`src/rtl/top_if.sv`:
```
// top_if: pitch input and buzzer output of the tone generator
interface top_if;
  logic [11:0] N;
  logic bell;
  modport master(output N, input bell);
  modport slave(input N, output bell);
endinterface

```
`src/rtl/top.sv`:
```
// top: sine-modulated PWM tone generator driving a buzzer
module top #(
  parameter int R = 6,
  parameter int SAMPLES = 36,
  parameter int REPEAT = 2
) (
  input logic clk,
  input logic reset,
  top_if.slave io
);
  localparam int RW = REPEAT > 1 ? $clog2(REPEAT) : 1;
  localparam int SW = $clog2(SAMPLES);
  // round-half-up(32 + 31*sin(10 deg * k))
  localparam logic [R-1:0] SINE [36] = '{
    32, 37, 43, 48, 52, 56, 59, 61, 63, 63, 63, 61, 59, 56, 52, 48, 43, 37,
    32, 27, 21, 17, 12,  8,  5,  3,  1,  1,  1,  3,  5,  8, 12, 17, 21, 27
  };
  logic [11:0] p, lim;
  logic [R-1:0] c, d;
  logic [RW-1:0] r;
  logic [SW-1:0] s, s_nxt;
  logic tick, wrap, adv;
  // >= rather than == so lowering N mid-count never skips past the limit
  always_comb begin
    lim = (io.N == 12'd0) ? 12'd0 : io.N - 12'd1;
    tick = p >= lim;
    wrap = tick && (c == '1);
    adv = wrap && (r == RW'(REPEAT - 1));
    s_nxt = adv ? ((s == SW'(SAMPLES - 1)) ? '0 : s + 1'b1) : s;
  end
  always_ff @(posedge clk or negedge reset)
    if (!reset) begin
      p <= '0;
      c <= '0;
      r <= '0;
      s <= '0;
      d <= SINE[0];
      io.bell <= 1'b0;
    end else begin
      p <= tick ? '0 : p + 12'd1;
      if (tick) c <= c + 1'b1;
      if (wrap) begin
        r <= adv ? '0 : r + 1'b1;
        s <= s_nxt;
        d <= SINE[s_nxt];
      end
      io.bell <= c < d;
    end
endmodule

```
`src/flat_wrapper.sv`:
```
// flat-port wrapper written by rule: the top's interface ports become plain ports
module top_flat 
#(
  parameter int R = 6,
  parameter int SAMPLES = 36,
  parameter int REPEAT = 2
)
  (clk, reset, io_N, io_bell);
  top_if io_i ();
  input logic clk;
  input logic reset;
  input wire logic [$bits(io_i.N)-1:0] io_N;
  output wire logic [$bits(io_i.bell)-1:0] io_bell;
  assign io_i.N = io_N;
  assign io_bell = io_i.bell;
  top #(.R(R), .SAMPLES(SAMPLES), .REPEAT(REPEAT)) u_core (.clk(clk), .reset(reset), .io(io_i));
endmodule
```
`config.mk`:
```
export PLATFORM = sky130hd
export DESIGN_NAME = top_flat
export DESIGN_NICKNAME = d
export VERILOG_FILES = /design/src/rtl/top_if.sv /design/src/rtl/top.sv /design/src/flat_wrapper.sv
export SDC_FILE = /design/constraint.sdc
export NUM_CORES = 1
export LEC_CHECK = 0
export ABC_AREA = 1
export ABC_CLOCK_PERIOD_IN_PS = 2300
export CORE_ASPECT_RATIO = 0.8
export CORE_UTILIZATION = 54
export DETAILED_ROUTE_END_ITERATION = 10
export PLACE_DENSITY = 0.76
export SLEW_MARGIN = 20
export SYNTH_ARGS = -nofsm -noshare
export SYNTH_HDL_FRONTEND = slang
export SYNTH_SLANG_ARGS = --single-unit
```
`constraint.sdc`:
```
create_clock -name clk -period 2.3 [get_ports clk]
set_clock_uncertainty 0.1 [all_clocks]
set_input_delay 0.46 -clock clk [delete_from_list [all_inputs] [get_ports clk]]
set_output_delay 0.46 -clock clk [all_outputs]
set_load 0.005 [all_outputs]
```
==> results of run 1 <==
## layer usage
metal / GRT usage / vias up
met1: 0.435 / 1471
met5: 0 / -
li1: - / 1359
met4: 0.114 / 0
met2: 0.470 / 192
met3: 0.0775 / 62
## flip-flops by register name, indices dropped and copies added (netlist names)
register        count
u_core.s            6
u_core.r            1
u_core.p           12
u_core.c            6
u_core.io.bell      1
u_core.d            6
## through the flow
step | utilization | hold slack [ns]
after global placement | 0.725 | 0.385
final | 0.882 | 0.413
after floorplan | - | 0.0644
after CTS | 0.804 | 0.406
after detailed placement | 0.725 | 0.394
after global routing | 0.882 | 0.450
## Yosys cell counts
master and count:
sky130_fd_sc_hd__a31oi_1 1, sky130_fd_sc_hd__o21ai_1 3, sky130_fd_sc_hd__nor3b_1 5, sky130_fd_sc_hd__a21boi_0 1
sky130_fd_sc_hd__nand4_1 6, sky130_fd_sc_hd__inv_1 52, sky130_fd_sc_hd__dfrtp_1 31, sky130_fd_sc_hd__clkinv_4 1
sky130_fd_sc_hd__xor2_1 11, sky130_fd_sc_hd__nand3_4 1, sky130_fd_sc_hd__o211ai_1 1, sky130_fd_sc_hd__or2_2 2
sky130_fd_sc_hd__o21ai_4 1, sky130_fd_sc_hd__nor2_2 6, sky130_fd_sc_hd__inv_2 9, sky130_fd_sc_hd__clkbuf_1 1
sky130_fd_sc_hd__nand3_2 3, sky130_fd_sc_hd__nand2_2 10, sky130_fd_sc_hd__nor2_1 38, sky130_fd_sc_hd__a311oi_1 1
sky130_fd_sc_hd__and2_1 1, sky130_fd_sc_hd__nand3_1 24, sky130_fd_sc_hd__o21ai_0 11, sky130_fd_sc_hd__buf_8 1
sky130_fd_sc_hd__nand3b_4 1, sky130_fd_sc_hd__nand4_2 2, sky130_fd_sc_hd__a21oi_1 16, sky130_fd_sc_hd__ha_1 26
sky130_fd_sc_hd__nand2_1 67, sky130_fd_sc_hd__nor3_1 7, sky130_fd_sc_hd__nand2_4 5, sky130_fd_sc_hd__nand3b_1 1
sky130_fd_sc_hd__o21ai_2 1, sky130_fd_sc_hd__a21oi_2 1, sky130_fd_sc_hd__nor4_1 1, sky130_fd_sc_hd__xnor2_1 3
sky130_fd_sc_hd__mux2_2 1, sky130_fd_sc_hd__dfstp_2 1
## what timing repair did
action	4_1_cts	5_1_grt
gates resized for setup	102	55
setup endpoints to repair	31	31
cloned	2	0
setup buffers	15	21
pin swaps	46	41
## cell families (layout without fill, tap and decap cells)
| kind of cell | Yosys count | in the layout | synth area share |
|---|---|---|---|
| buf+inv | 64 | 175 | 0.0972 |
| compound gates | 37 | 37 | 0.0811 |
| flops | 32 | 32 | 0.304 |
| simple gates | 180 | 180 | 0.343 |
| mux | 1 | 1 | 0.00427 |
| xor+xnor | 14 | 14 | 0.0465 |
| fa+ha+maj | 26 | 26 | 0.123 |
## area by class of cell
class | instances | area (um2) | share of cell area
clock buffer | 8 | 90.1 | 0.0220
sequential | 32 | 802 | 0.195
timing repair inverter | 2 | 12.5 | 0.00305
timing repair buffer | 103 | 848 | 0.207
tap | 60 | 75.1 | 0.0183
multi-input combinational | 258 | 2000 | 0.487
inverter | 62 | 275 | 0.0671
## worst paths after layout
check	startpoint	end	slack (ns)	cells past startpoint
worst max-delay path	io_N[4]	u_core.d[3]$_DFFE_PN0N_	-1.10	23
worst min-delay path	u_core.d[4]$_DFFE_PN0N_	u_core.d[4]$_DFFE_PN0N_	0.41	2
worst max register to register	u_core.p[11]$_DFF_PN0_	u_core.d[3]$_DFFE_PN0N_	-0.39	18
worst min register to register	u_core.d[4]$_DFFE_PN0N_	u_core.d[4]$_DFFE_PN0N_	0.41	2
max in group asynchronous	reset	u_core.d[5]$_DFFE_PN1N_	1.26	2
min in group asynchronous	reset	u_core.p[10]$_DFF_PN0_	0.49	2
## report_power, final
part / switching, mW / internal, mW / total (mW)
Combinational: 0.460 / 0.466 / 0.925
Clock: 0.221 / 0.244 / 0.465
Sequential: 0.0871 / 0.665 / 0.752
## tightest hold or removal path: stages (launching register included)
cell and delay [ns]:
sky130_fd_sc_hd__dfrtp_1 0.35, sky130_fd_sc_hd__nand2_1 0.06, sky130_fd_sc_hd__nand3_1 0.07
## layout by cell type (no fill, tap or decap), drive strengths merged, types with 2 or more instances in the layout
cell,instances
a21oi,17
nor3,7
dfrtp,31
clkinvlp,2
nand4,8
nor2,44
inv,62
nand3b,2
nand3,28
ha,26
xnor2,3
nor3b,5
or2,2
nand2,82
clkbuf,10
buf,98
xor2,11
o21ai,16
clkdlybuf4s50,2
==> impl_summary.txt, run 1 <==
----------------------------------------------------
[Die]
  Die outline height ... approximately 65 um
  Die Footprint ... just over 5000 um2
  Core Area ... about 4700 um2
  Number of placement rows ... 22
  I/O pin count ... 15
  Starting density of the core ... 0.567
  Die extent in x ... between 80 and 90 um

[Synth]
  Cell count after synthesis ... roughly 350
  Avg Cell Area, Syn ... about 7.5 um2
  Cell accounting for the most synthesized area ... sky130_fd_sc_hd__dfrtp_1
  Post-Syn Nets ... approximately 390
  Biggest area contributors in the synthesized netlist ... sky130_fd_sc_hd__dfrtp_1, sky130_fd_sc_hd__ha_1, sky130_fd_sc_hd__nand2_1
  FF+latch count, synth ... 32
  Library cells used by synthesis ... 38
  Cell area after technology mapping ... 2640 um2
  Area share of the leading cell type in the synthesized netlist ... 0.294
  Total of warnings raised by yosys ... 0
  Sequential area share after synthesis ... 0.304

[Detailed routing]
  Met2 routed WL ... 4.50 mm
  Routed wire length per instance ... roughly 19 um
  Total Wirelength ... around 9.8 mm
  Wire length on met3 ... around 820 um
  Via count of the routed design ... just over 3,000
  Detail-routed via count per cell ... between 5 and 6
  Drt drc ... 0
  Count of routing violations after the opening detailed-route iteration ... about 400
  Post-route ant nets ... 0
  Highest metal used ... met4
  M1 WL ... just under 4 mm
  1st-pass router iterations ... 5

[Place]
  Placement Setup Slack ... -1.64 ns
  Placed wire-length estimate after detailed placement ... roughly 5 mm
  Buffers on Ports ... 14
  Placed instance count ... 480
  Placed inst area ... 3370 um2
  Gp weighted congestion ... approximately 0.87

[Worst setup path]
  CP Data Arrival Time ... around 3.5 ns
  Crit. End Element ... register
  Top cell by count, worst path ... sky130_fd_sc_hd__nor2_4
  Critical Path Max Stage Delay ... between 0.3 and 0.4 ns
  Category of the most critical setup path ... in2reg
  Max stage delay cell, worst path ... sky130_fd_sc_hd__ha_1
  Kind of cell adding the most delay to the critical path ... simple AND/OR/NAND/NOR gates
  Worst setup SP type ... input pin
  Critical path data required time ... 2.38 ns
  CP Buf/Inv Count ... 3
  Highest net fanout along the worst path ... 6
  Cells along the critical path ... buf_2, nor2_4, nand2_2, nor2_1, and2_1, a21oi_1, o21ai_0, ha_1, a21oi_1, nor2_4, nor2_4, nand2_4, nand3_4, nand2_4, nand2_8, inv_6, ha_4, inv_4, nor3_2, nor2_1, nand3_2, nand3_2, nand2_1

[STA]
  Crit path time final ... ~3.4 ns
  Transition at the pin with the smallest max-transition slack ... 0.513 ns
  RSZ-0062 raised after global routing ... yes
  Period utilisation layout ... 1.48
  Final setup TNS ... -24.62 ns
  Achievable clock frequency ... 294 MHz
  Final setup viols ... 31
  Slew Limit Headroom ... 0.657
  Fin. Hold Viols ... 0
  Setup slack after layout ... -1.10 ns
  Final number of max-transition violations ... 0

[Clock network]
  Total CTS buffers ... 5
  Count of clock tree sinks ... 32
  Insertion delay of the later-clocked pin in the worst-skew pair ... roughly 0.30 ns
  H-tree Lvls ... 2
  Max clock buf depth ... 2
  TritonCTS clock tree ... built
  Hold buffer count at CTS ... 0
  Root buffer cell ... sky130_fd_sc_hd__clkbuf_8
  Clock-pin slew on the worst setup and hold paths ... about 0.06 ns

[Layout]
  Net count, final ... about 500
  Layout cells sized above 1 ... 0.501
  P&R area growth vs syn ... 55.6%
  Post-route non-filler standard cell count ... between 500 and 600
  Area of all placed cells without fillers ... 4100 um2
  Count of filler cells inserted in the layout ... between 200 and 250
  Antenna diode instance count ... 0

[Power and ir drop]
  Peak ir drop on the vdd network ... about 650 uV
  Power per unit of standard cell area ... roughly 520 nW/um2
  Post-layout total power ... roughly 2.1 mW
  Pleak ... approximately 2.2 nW

[Global routing]
  Global-route wire length before repair ... approximately 12 mm
  Residual overflow from global routing ... 0
  Vias in the first global route ... roughly 2,600
  Pin count of the biggest net entering global routing ... 33
  Global-route total usage across every layer ... 0.313
  Number of antenna violations at the first check in global routing ... 0

[Run]
  Maximum capacitance violations ... 0

[Hold path]
  Path category of the worst min-delay check ... reg2reg

[Status]
  Run status ... complete, but fails checks
  Violations in the final reports ... negative setup slack

----------------------------------------------------
Note: power is estimated with default switching activity, not from simulation.
==> run 2: changes to the inputs <==
--- a/config.mk
+++ b/config.mk
@@ -11,6 +11,7 @@
 export CORE_UTILIZATION = 54
 export DETAILED_ROUTE_END_ITERATION = 10
 export PLACE_DENSITY = 0.76
+export RECOVER_POWER = 100
 export SLEW_MARGIN = 20
 export SYNTH_ARGS = -nofsm -noshare
 export SYNTH_HDL_FRONTEND = slang
==> run 2 against run 1 <==
Effect of this change:
- the run still ends with negative setup slack left
- register-to-register slack is essentially flat
- routed wire length grew 0.14%
- critical endpoint unchanged
- largest power group unchanged
- global-route usage is the same
- final cell count is the same
- worst setup slack lost 0.0044 ns
- via count shrank 0.65%
==> impl_summary.txt, run 2 (synthesis results as in run 1) <==
----------------------------------------------------
[Place]
  Placement Setup Slack ... -1.64 ns (unchanged)
  Placed wire-length estimate after detailed placement ... 4.99 mm (unchanged)
  Gp weighted congestion ... 0.873 (unchanged)
  Placed inst area ... 3370 um2 (unchanged)
  Buffers on Ports ... 14 (unchanged)

[STA]
  Achievable clock frequency ... 294 MHz (-0.13%)
  Transition at the pin with the smallest max-transition slack ... 0.841 ns (+0.327 ns)
  Period utilisation layout ... 1.48 (+0.00190)
  Final setup TNS ... -24.83 ns (-0.205 ns)
  Slew Limit Headroom ... 0.439 (-0.218)
  RSZ-0062 raised after global routing ... yes
  Crit path time final ... 3.40 ns (+0.00436 ns)
  Fin. Hold Viols ... 0 (unchanged)
  Final setup viols ... 31 (unchanged)
  Setup slack after layout ... -1.10 ns (-0.00436 ns)
  Final number of max-transition violations ... 0 (unchanged)

[Detailed routing]
  Total Wirelength ... 9.81 mm (+0.14%)
  Post-route ant nets ... 0 (unchanged)
  Drt drc ... 0 (unchanged)
  Count of routing violations after the opening detailed-route iteration ... 309 (-22%)
  Routed wire length per instance ... 18.7 um (+0.14%)
  1st-pass router iterations ... 5 (unchanged)
  Via count of the routed design ... 3,064 (-0.65%)
  Detail-routed via count per cell ... 5.84 (-0.65%)

[Clock network]
  Count of clock tree sinks ... 32 (unchanged)
  Insertion delay of the later-clocked pin in the worst-skew pair ... 0.30 ns (about the same)
  Total CTS buffers ... 5 (unchanged)
  H-tree Lvls ... 2 (unchanged)
  Clock-pin slew on the worst setup and hold paths ... 0.06 ns (about the same)
  TritonCTS clock tree ... built
  Root buffer cell ... sky130_fd_sc_hd__clkbuf_8
  Max clock buf depth ... 2 (unchanged)

[Power and ir drop]
  Power per unit of standard cell area ... 521 nW/um2 (-0.24%)
  Switching Fraction ... 0.360 (+0.00146)
  Sw Pwr ... 0.768 mW (about the same)
  Pleak ... 2.15 nW (-0.33%)
  Portion of total power attributed to the clock network ... 0.218 (about the same)
  Combinational power share ... 0.430 (-0.002)
  Peak ir drop on the vdd network ... 648 uV (-0.10%)
  Power share of the sequential group ... 0.352 (about the same)
  Post-layout total power ... 2.13 mW (-0.39%)
  Internal power consumption ... 1.37 mW (-0.62%)

[Hold path]
  Hold Crit Start ... u_core.d[4]$_DFFE_PN0N_
  Path category of the worst min-delay check ... reg2reg

[Worst setup path]
  Worst setup SP type ... input pin
  Startpoint of the lowest-slack register-to-register path ... u_core.p[11]$_DFF_PN0_
  Highest net fanout along the worst path ... 5 (-1)
  Critical path data required time ... 2.44 ns (+0.06 ns)
  Crit. End Element ... register
  Category of the most critical setup path ... in2reg
  Setup crit start ... io_N[4]
  CP Data Arrival Time ... 3.54 ns (+0.06 ns)

[Layout]
  Antenna diode instance count ... 0 (unchanged)
  Most frequent standard cell in the layout excluding fill and tap cells ... sky130_fd_sc_hd__buf_4
  Layout cells sized above 1 ... 0.499 (-0.00215)
  Register bank with the most flops ... u_core.p
  Highest-count cells in the layout ignoring fill and taps ... sky130_fd_sc_hd__buf_4, sky130_fd_sc_hd__nand2_1, sky130_fd_sc_hd__inv_1
  Number of flip-flops under the largest register name ... 12 (unchanged)
  Net count, final ... 504 (unchanged)
  Area of all placed cells without fillers ... 4100 um2 (-0.15%)
  P&R area growth vs syn ... 55.3%

[Global routing]
  Global-route wire length before repair ... 12.2 mm (unchanged)
  Vias in the first global route ... 2,599 (unchanged)
  Number of antenna violations at the first check in global routing ... 0 (unchanged)
  Pin count of the biggest net entering global routing ... 33 (unchanged)
  Global-route total usage across every layer ... 0.313 (unchanged)
  Residual overflow from global routing ... 0 (unchanged)

[Run]
  Maximum capacitance violations ... 0 (unchanged)

[Die]
  Number of placement rows ... 22 (unchanged)
  Die Footprint ... 5170 um2 (unchanged)
  Starting density of the core ... 0.567 (unchanged)
  Core Area ... 4650 um2 (unchanged)
  Die outline height ... 64.5 um (unchanged)
  Die extent in x ... 80.1 um (unchanged)
  I/O pin count ... 15 (unchanged)

[Status]
  Run status ... complete, but fails checks
  Violations in the final reports ... negative setup slack

----------------------------------------------------
## run 2: final cells by class
class	instances	area, um2
timing repair inverter	2	12.5
tap	60	75.1
multi-input combinational	258	2000
clock buffer	8	90.1
sequential	32	802
inverter	62	275
timing repair buffer	103	842
fill	206	556
## run 2: metrics by stage
step           utilization  hold WS [ns]  cells
3_5_place_dp         0.725         0.394    480
5_1_grt              0.881         0.450    525
4_1_cts              0.804         0.406    504
6_report             0.881         0.413    525
3_3_place_gp         0.725         0.385    480
2_1_floorplan            -        0.0644    354
## run 2: what timing repair did
| item | 4_1_cts | 5_1_grt |
|---|---|---|
| setup buffers | 15 | 21 |
| resized for setup | 102 | 55 |
| pin swaps | 46 | 41 |
| hold buffers | 0 | 0 |
| cloned | 2 | 0 |
| endpoints found under the setup margin | 31 | 31 |
## run 2: final timing paths
check                           cells after the start                       to  slack, ns
worst max-delay path                               23  u_core.d[3]$_DFFE_PN0N_      -1.10
worst min-delay path                                2  u_core.d[4]$_DFFE_PN0N_       0.41
worst max register to register                     18  u_core.d[3]$_DFFE_PN0N_      -0.39
worst min register to register                      2  u_core.d[4]$_DFFE_PN0N_       0.41
max in group asynchronous                           2  u_core.d[0]$_DFFE_PN0N_       0.85
min in group asynchronous                           2   u_core.p[10]$_DFF_PN0_       0.71
## run 2: power by group through the flow
stage | registers (mW) | clock network, mW | logic (mW)
after global placement | 0.746 | 0 | 0.647
after detailed placement | 0.750 | 0 | 0.681
after global routing | 0.760 | 0.491 | 1.00
after CTS | 0.745 | 0.459 | 0.768
after floorplan | 0.761 | 0 | 0.432
final | 0.751 | 0.466 | 0.917
## run 2: worst max-delay path: stages
cell and delay [ns]:
sky130_fd_sc_hd__buf_2 0.15, sky130_fd_sc_hd__nor2_4 0.16, sky130_fd_sc_hd__nand2_2 0.09, sky130_fd_sc_hd__nor2_1 0.17
sky130_fd_sc_hd__and2_1 0.26, sky130_fd_sc_hd__a21oi_1 0.09, sky130_fd_sc_hd__o21ai_0 0.16, sky130_fd_sc_hd__ha_1 0.32
sky130_fd_sc_hd__a21oi_1 0.26, sky130_fd_sc_hd__nor2_4 0.08, sky130_fd_sc_hd__nor2_4 0.15, sky130_fd_sc_hd__nand2_4 0.11
sky130_fd_sc_hd__buf_6 0.14, sky130_fd_sc_hd__nand4_4 0.08, sky130_fd_sc_hd__nand2_8 0.08, sky130_fd_sc_hd__inv_6 0.08
sky130_fd_sc_hd__ha_4 0.17, sky130_fd_sc_hd__inv_4 0.05, sky130_fd_sc_hd__nor3_2 0.18, sky130_fd_sc_hd__nor2_1 0.08
sky130_fd_sc_hd__nand3_2 0.08, sky130_fd_sc_hd__nand3_2 0.06, sky130_fd_sc_hd__nand2_1 0.06
## run 2: metal layers
| layer | wire length [um] | track usage | vias up |
|---|---|---|---|
| met5 | 0 | 0 | - |
| met3 | 787 | 0.0775 | 66 |
| met1 | 3930 | 0.435 | 1458 |
| met4 | 596 | 0.114 | 0 |
| li1 | - | - | 1356 |
| met2 | 4500 | 0.470 | 184 |
